$ cat src/rtl/accel_loader_pkg.sv
// Shared definitions for accel_loader: opcodes, state encodings, configuration field widths.
package accel_loader_pkg;

  localparam logic [3:0] OP_LOAD   = 4'h1;
  localparam logic [3:0] OP_CONFIG = 4'h2;
  localparam logic [3:0] OP_RUN    = 4'h3;

  localparam logic [2:0] ST_HDR  = 3'd0;
  localparam logic [2:0] ST_ADDR = 3'd1;
  localparam logic [2:0] ST_LEN  = 3'd2;
  localparam logic [2:0] ST_DATA = 3'd3;
  localparam logic [2:0] ST_CFG  = 3'd4;
  localparam logic [2:0] ST_CHK  = 3'd5;
  localparam logic [2:0] ST_RUN  = 3'd6;

  localparam int IMAGE_DIM_W     = 8;
  localparam int IMAGE_DEPTH_W   = 9;
  localparam int MEM_OFFSET_W    = 16;
  localparam int FILTER_HALF_W   = 2;
  localparam int FILTER_STRIDE_W = 3;
  localparam int FILTER_LEN_W    = 13;
  localparam int FILTER_BIAS_W   = 18;

  typedef struct packed {
    logic [IMAGE_DIM_W-1:0]     image_dim;
    logic [IMAGE_DEPTH_W-1:0]   image_depth;
    logic [MEM_OFFSET_W-1:0]    image_memory_offset;
    logic [MEM_OFFSET_W-1:0]    filter_memory_offset;
    logic [FILTER_HALF_W-1:0]   filter_halfsize;
    logic [FILTER_STRIDE_W-1:0] filter_stride;
    logic [FILTER_LEN_W-1:0]    filter_length;
    logic [FILTER_BIAS_W-1:0]   filter_bias;
  } cfg_t;

  // Wrapping payload sum used by the LOAD trailer check.
  function automatic logic [FILTER_BIAS_W-1:0] csum_add(input logic [FILTER_BIAS_W-1:0] acc,
                                                       input logic [FILTER_BIAS_W-1:0] w);
    return acc + w;
  endfunction

endpackage

$ cat src/rtl/accel_loader_cfg_regs.sv
// Configuration shadow registers: collects the six CONFIG words and commits all fields on one edge.
module accel_loader_cfg_regs
  import accel_loader_pkg::*;
(
  input  logic                     clk,
  input  logic                     rst,
  input  logic                     wr,
  input  logic [FILTER_BIAS_W-1:0] data,
  output logic                     last,
  output cfg_t                     cfg
);

  logic [2:0] idx_r;
  cfg_t       shadow_r;
  cfg_t       cfg_r;
  cfg_t       commit_s;

  assign last = (idx_r == 3'd5);
  assign cfg  = cfg_r;

  // The final word carries the bias, so merge it with the shadow for the single commit.
  always_comb begin
    commit_s             = shadow_r;
    commit_s.filter_bias = data;
  end

  // Word-index counter, shadow capture and atomic commit.
  always_ff @(posedge clk) begin
    if (rst) begin
      idx_r    <= 3'd0;
      shadow_r <= '0;
      cfg_r    <= '0;
    end else if (wr) begin
      case (idx_r)
        3'd0: begin
          shadow_r.image_dim       <= data[7:0];
          shadow_r.filter_halfsize <= data[9:8];
          shadow_r.filter_stride   <= data[12:10];
        end
        3'd1: shadow_r.image_depth          <= data[8:0];
        3'd2: shadow_r.image_memory_offset  <= data[15:0];
        3'd3: shadow_r.filter_memory_offset <= data[15:0];
        3'd4: shadow_r.filter_length        <= data[12:0];
        3'd5: cfg_r                         <= commit_s;
        default: ;
      endcase
      idx_r <= last ? 3'd0 : idx_r + 3'd1;
    end
  end

endmodule

$ cat src/rtl/accel_loader.sv
// Command-stream front end for the convolution accelerator: memory loads, configuration, run control.
// Optional feature: define ACCEL_LOADER_CHECKSUM_EN to require a summed trailer word after each LOAD.
module accel_loader
  import accel_loader_pkg::*;
#(
  parameter int ADDR_W = 16,
  parameter int DATA_W = 18
) (
  input  logic              clk,
  input  logic              rst,
  input  logic              in_valid,
  output logic              in_ready,
  input  logic [DATA_W-1:0] in_data,
  output logic              mem_we,
  output logic [ADDR_W-1:0] mem_addr,
  output logic [DATA_W-1:0] mem_wdata,
  output logic [7:0]        image_dim,
  output logic [8:0]        image_depth,
  output logic [15:0]       image_memory_offset,
  output logic [15:0]       filter_memory_offset,
  output logic [1:0]        filter_halfsize,
  output logic [2:0]        filter_stride,
  output logic [12:0]       filter_length,
  output logic [17:0]       filter_bias,
  output logic              accel_rst,
  input  logic              accel_done,
  output logic              busy,
  output logic              run_done,
  output logic              err
);

  localparam logic [ADDR_W-1:0] ADDR_ONE = {{(ADDR_W-1){1'b0}}, 1'b1};
`ifdef ACCEL_LOADER_CHECKSUM_EN
  localparam logic [2:0] ST_LOAD_END = ST_CHK;
`else
  localparam logic [2:0] ST_LOAD_END = ST_HDR;
`endif

  logic [2:0]        state_r;
  logic [2:0]        state_nxt_s;
  logic              hs_s;
  logic              in_ready_r;
  logic              busy_r;
  logic [ADDR_W-1:0] addr_r;
  logic [15:0]       cnt_r;
  logic              mem_we_r;
  logic [ADDR_W-1:0] mem_addr_r;
  logic [DATA_W-1:0] mem_wdata_r;
  logic              accel_rst_r;
  logic              run_done_r;
  logic              err_r;
  logic              cfg_wr_s;
  logic              cfg_last_s;
  cfg_t              cfg_s;
`ifdef ACCEL_LOADER_CHECKSUM_EN
  logic [DATA_W-1:0] sum_r;
`endif

  assign hs_s     = in_valid & in_ready_r;
  assign cfg_wr_s = hs_s & (state_r == ST_CFG);

  accel_loader_cfg_regs u_cfg (
    .clk  (clk),
    .rst  (rst),
    .wr   (cfg_wr_s),
    .data (in_data),
    .last (cfg_last_s),
    .cfg  (cfg_s)
  );

  // Next-state decode; every transition other than RUN completion waits for a handshake.
  always_comb begin
    state_nxt_s = state_r;
    case (state_r)
      ST_HDR: begin
        case (in_data[3:0])
          OP_LOAD:   state_nxt_s = hs_s ? ST_ADDR : ST_HDR;
          OP_CONFIG: state_nxt_s = hs_s ? ST_CFG  : ST_HDR;
          OP_RUN:    state_nxt_s = hs_s ? ST_RUN  : ST_HDR;
          default:   state_nxt_s = ST_HDR;
        endcase
      end
      ST_ADDR: state_nxt_s = hs_s ? ST_LEN : ST_ADDR;
      ST_LEN:  state_nxt_s = !hs_s ? ST_LEN :
                             ((in_data[15:0] == 16'd0) ? ST_LOAD_END : ST_DATA);
      ST_DATA: state_nxt_s = (hs_s && (cnt_r == 16'd1)) ? ST_LOAD_END : ST_DATA;
      ST_CFG:  state_nxt_s = (hs_s && cfg_last_s) ? ST_HDR : ST_CFG;
`ifdef ACCEL_LOADER_CHECKSUM_EN
      ST_CHK:  state_nxt_s = hs_s ? ST_HDR : ST_CHK;
`endif
      ST_RUN:  state_nxt_s = accel_done ? ST_HDR : ST_RUN;
      default: state_nxt_s = ST_HDR;
    endcase
  end

  // Command sequencing, registered memory writes, run control and error tracking.
  always_ff @(posedge clk) begin
    if (rst) begin
      state_r     <= ST_HDR;
      in_ready_r  <= 1'b0;
      busy_r      <= 1'b0;
      addr_r      <= '0;
      cnt_r       <= 16'd0;
      mem_we_r    <= 1'b0;
      mem_addr_r  <= '0;
      mem_wdata_r <= '0;
      accel_rst_r <= 1'b1;
      run_done_r  <= 1'b0;
      err_r       <= 1'b0;
`ifdef ACCEL_LOADER_CHECKSUM_EN
      sum_r       <= '0;
`endif
    end else begin
      state_r    <= state_nxt_s;
      in_ready_r <= (state_nxt_s != ST_RUN);
      busy_r     <= (state_nxt_s != ST_HDR);
      mem_we_r   <= 1'b0;
      run_done_r <= 1'b0;
      case (state_r)
        ST_HDR: begin
          if (hs_s) begin
            case (in_data[3:0])
              OP_LOAD: begin
`ifdef ACCEL_LOADER_CHECKSUM_EN
                sum_r <= '0;
`endif
              end
              OP_CONFIG: ;
              OP_RUN:    accel_rst_r <= 1'b0;
              default:   err_r       <= 1'b1;
            endcase
          end
        end
        ST_ADDR: if (hs_s) addr_r <= in_data[ADDR_W-1:0];
        ST_LEN:  if (hs_s) cnt_r  <= in_data[15:0];
        ST_DATA: begin
          if (hs_s) begin
            mem_we_r    <= 1'b1;
            mem_addr_r  <= addr_r;
            mem_wdata_r <= in_data;
            addr_r      <= addr_r + ADDR_ONE;
            cnt_r       <= cnt_r - 16'd1;
`ifdef ACCEL_LOADER_CHECKSUM_EN
            sum_r       <= csum_add(sum_r, in_data);
`endif
          end
        end
`ifdef ACCEL_LOADER_CHECKSUM_EN
        ST_CHK: if (hs_s && (in_data != sum_r)) err_r <= 1'b1;
`endif
        ST_RUN: begin
          if (accel_done) begin
            accel_rst_r <= 1'b1;
            run_done_r  <= 1'b1;
          end
        end
        default: ;
      endcase
    end
  end

  assign in_ready             = in_ready_r;
  assign busy                 = busy_r;
  assign mem_we               = mem_we_r;
  assign mem_addr             = mem_addr_r;
  assign mem_wdata            = mem_wdata_r;
  assign accel_rst            = accel_rst_r;
  assign run_done             = run_done_r;
  assign err                  = err_r;
  assign image_dim            = cfg_s.image_dim;
  assign image_depth          = cfg_s.image_depth;
  assign image_memory_offset  = cfg_s.image_memory_offset;
  assign filter_memory_offset = cfg_s.filter_memory_offset;
  assign filter_halfsize      = cfg_s.filter_halfsize;
  assign filter_stride        = cfg_s.filter_stride;
  assign filter_length        = cfg_s.filter_length;
  assign filter_bias          = cfg_s.filter_bias;

endmodule

$ cat config.mk
export PLATFORM = sky130hd
export DESIGN_NAME = accel_loader
export DESIGN_NICKNAME = d
export VERILOG_FILES = /design/src/rtl/accel_loader_pkg.sv /design/src/rtl/accel_loader_cfg_regs.sv /design/src/rtl/accel_loader.sv
export SDC_FILE = /design/constraint.sdc
export NUM_CORES = 1
export LEC_CHECK = 0
export ABC_AREA = 1
export ABC_CLOCK_PERIOD_IN_PS = 1400
export CORE_UTILIZATION = 48
export CTS_CLUSTER_SIZE = 28
export DETAILED_ROUTE_END_ITERATION = 8
export PLACE_DENSITY = 0.85
export SLEW_MARGIN = 15
export SYNTH_ARGS = -nofsm -noshare
export SYNTH_HDL_FRONTEND = slang
export SYNTH_SLANG_ARGS = --single-unit
$ cat constraint.sdc
create_clock -name clk -period 1.4 [get_ports clk]
set_clock_uncertainty 0.15 [all_clocks]
set_input_delay 0.35 -clock clk [delete_from_list [all_inputs] [get_ports clk]]
set_output_delay 0.35 -clock clk [all_outputs]
set_load 0.01 [all_outputs]
==> impl_metrics.toml <==
[run_status]
status = "complete, but fails checks"
violations = "setup timing"

[synthesis]
synth_seq_cells = 230
ys.flop_type = "dfxtp_1"
synthCells = 1224
synth.avg_cell_area_sq_um = 7.46
yosysWarnings = 0
syn_nets = 1250
post_synth_instance_area_sq_um = 9130
synth-edff-count = 0
yosysUniqueCellTypes = 38
synth_seq_area_share_pct = 50.4
synthArstFlopShare_pct = 0

[sta]
setup_viol = 352
fin_crit_sh_pct = 123
finalMaxSlewViolations = 0
setup_ws_ns = -0.320
fmax_mhz = 581
rsz0062_at_grt = "true"
fin_crit_ns = 1.72
hold_viol_final = 0
worst_pin_slew_ns = 0.339
max-slew-margin-rel_pct = 77.4

[cells_and_area]
fin_cells = 1733
fin_nets = 1509
syn_to_final_growth_pct = 52.8
antenna_cells = 0
drive_above_1_share_pct = 40.9
postLayoutCellArea_sq_um = 14000

[drt]
num_vias = 10201
route.antenna.remaining_nets = 0
drt_iter0_markers = 1089
wl_microns = 34600
dr.pass1.iters = 6
viasPerCell = 5.89
drc = 0
wl_per_cell_microns = 19.9

[worst_setup_path]
r2r_start = "state_r[1]"
crit_family = "simple AND/OR/NAND/NOR gates"
cp_common_cell = "nand2_4"
crit_chain = "inv_4 -> nand2_4 -> nor2_8 -> nand2_4 -> buf_16 -> o21ai_0 -> nor2_1"
crit_buf_inv = 2
r2r_setup_slack_ns = -0.32
r2r_cells = 7
arrival_ns = 1.96
crit_fanout = 19
slowest_stage = "dfxtp_4"
cp-end-kind = "flop"
critical_path.max_stage_delay_ns = 0.38
required_ns = 1.64
startpoint = "state_r[1]"
rr_endpoint = "u_cfg.cfg[82]"
worstSetupPathType = "reg2reg"
start_kind = "flop"

[power_and_ir_drop]
p_leak_nw = 5.94
power_density_nw_per_um2 = 982
peakVddDrop_mv = 0.896

[placed_design]
io_buffers = 146
globalplace.congestion = 0.938
place_area_sq_um = 11600
place_hpwl_microns = 18200
place_inst = 1639

[run]
maxCapViolCount = 0

[min_path]
hp-class = "in2reg"
holdPathEnd = "run_done"
min_path_cells = 3
hold_start = "accel_done"

[floorplanning]
die_h_microns = 140
start_util_pct = 49.0
ios = 147
coreArea_sq_um = 18600
rows = 50
dieArea_sq_um = 19600
die_w_microns = 140

[grt]
grt_max_degree = 77
antenna_found_initial = 0
grt.total_usage_pct = 31.5
grt_pass1_vias = 9446
grt_overflow = 0
grt_pass1_wl_microns = 49000

[cts]
htree_levels = 1
numCtsBuffers = 24
cts_root_buf = "clkbuf_16"
clk_latency_ns = 0.52
cts.sinks = 230
clockBufferDepth = 3
cts_tree = "built"
clk_pin_slew_ns = 0.07
## where the power goes
group,internal [mW],total [mW],switching [mW]
clock network,3.68,6.36,2.68
registers,6.55,6.57,0.0169
logic,0.295,0.779,0.483
## cell usage after synthesis (2+ instances only)
master / n / share of area [%]
buf_4: 9 / 0.74
a21oi_2: 3 / 0.29
nand3_1: 27 / 1.5
nand2_4: 5 / 0.62
nand4_1: 6 / 0.41
o21ai_1: 12 / 0.66
a21oi_1: 86 / 4.7
clkbuf_2: 2 / 0.11
a31oi_1: 5 / 0.34
inv_2: 7 / 0.29
o21ai_2: 4 / 0.38
buf_2: 16 / 0.88
buf_6: 5 / 0.62
dfxtp_1: 230 / 50
nand3b_1: 5 / 0.41
buf_1: 2 / 0.082
clkbuf_1: 38 / 1.6
nand2_1: 120 / 4.9
nor2_1: 333 / 14
o22ai_1: 2 / 0.14
xor2_1: 3 / 0.29
o21ai_0: 219 / 12
nor3_1: 6 / 0.33
inv_1: 62 / 2.5
ha_1: 4 / 0.55
## layer usage
metal | vias up | wire (microns) | track usage, %
met4 | 0 | 2110 | 15.7
met5 | - | 0 | 0
met3 | 207 | 3470 | 5.44
li1 | 4522 | - | -
met1 | 4731 | 12400 | 37.5
met2 | 741 | 16500 | 54.8
## what timing repair did
action,in CTS,in global routing
gates cloned,10,4
setup buffers,29,10
gates resized for setup,860,166
endpoints found under the hold margin,0,0
pin swaps,23,30
hold buffers,0,0
setup endpoints to repair,347,352
## area by class of cell
cell class | instances | area (sq um)
clock inverters | 6 | 77.6
repair buffers | 302 | 3300
well taps | 234 | 293
fillers | 1111 | 4690
multi-input cells | 850 | 4440
repair inverters | 3 | 18.8
inverters | 72 | 334
clock buffers | 36 | 706
flip-flops and latches | 230 | 4780
## metrics by stage
stage / power, mW / TNS (ns) / hold slack [ns] / utilization (%) / setup slack, ns
floorplan: 7.01 / -2.27 / 0.299 / - / -0.0878
global placement: 7.35 / -119.79 / 0.307 / 62.0 / -0.678
detailed placement: 7.36 / -124.31 / 0.317 / 62.0 / -0.729
CTS: 13.5 / -33.29 / 0.284 / 71.7 / -0.193
finish: 13.7 / -50.72 / 0.297 / 74.8 / -0.320
global route: 14.0 / -65.79 / 0.323 / 74.8 / -0.434
## registers in the layout, summed over array words and instances (netlist names)
signal          flops
mem_we              1
u_cfg.cfg          85
in_ready            1
state_r             3
accel_rst           1
mem_addr           16
err                 1
u_cfg.commit_s     67
addr_r             16
u_cfg.idx_r         3
cnt_r              16
run_done            1
busy                1
mem_wdata          18
## worst reg2reg max path, cell delays in order, from the launching register on
cell,delay [ns]
dfxtp_4,0.38
inv_4,0.07
nand2_4,0.07
nor2_8,0.16
nand2_4,0.15
buf_16,0.21
o21ai_0,0.30
nor2_1,0.12
## cell usage in the layout, fill, tap and decap left out, types with 6 or more instances in the layout
cell type / n
nor2_2: 21
o21ai_0: 90
a21oi_2: 16
o21ai_4: 6
dfxtp_2: 130
clkdlybuf4s50_1: 20
nand2_4: 9
o21ai_1: 95
buf_6: 137
inv_2: 7
clkbuf_1: 6
dfxtp_1: 96
a21oi_1: 73
nand4_1: 6
nand2_1: 98
nor2_4: 10
buf_8: 6
clkbuf_16: 26
buf_12: 17
clkbuf_8: 6
inv_1: 53
inv_4: 8
nand2_2: 17
o21ai_2: 44
buf_4: 108
nor2_1: 304
nand3_1: 21
## worst max-delay path by stage
| stage | endpoint | slack (ns) | cells past startpoint |
|---|---|---|---|
| 5_1_grt | busy | -0.43 | 9 |
| 3_3_place_gp | addr_r[7] | -0.68 | 8 |
| 3_5_place_dp | addr_r[7] | -0.73 | 8 |
| 6_report | u_cfg.cfg[82] | -0.32 | 7 |
| 2_1_floorplan | u_cfg.commit_s[60] | -0.09 | 9 |
| 4_1_cts | u_cfg.commit_s[27] | -0.19 | 9 |
## cells by family (layout without fill, tap and decap cells)
| group | count (synthesis) | in the layout | share of synthesized area [%] |
|---|---|---|---|
| adder cells (fa/ha/maj) | 4 | 4 | 0.548 |
| XOR/XNOR | 4 | 4 | 0.384 |
| flip-flops | 230 | 230 | 50.4 |
| AND/OR/NAND/NOR | 508 | 508 | 22.8 |
| AO/OA/AOI/OAI | 334 | 334 | 18.8 |
| buffers and inverters | 144 | 419 | 7.06 |
Note: power is estimated with default switching activity, not from simulation.
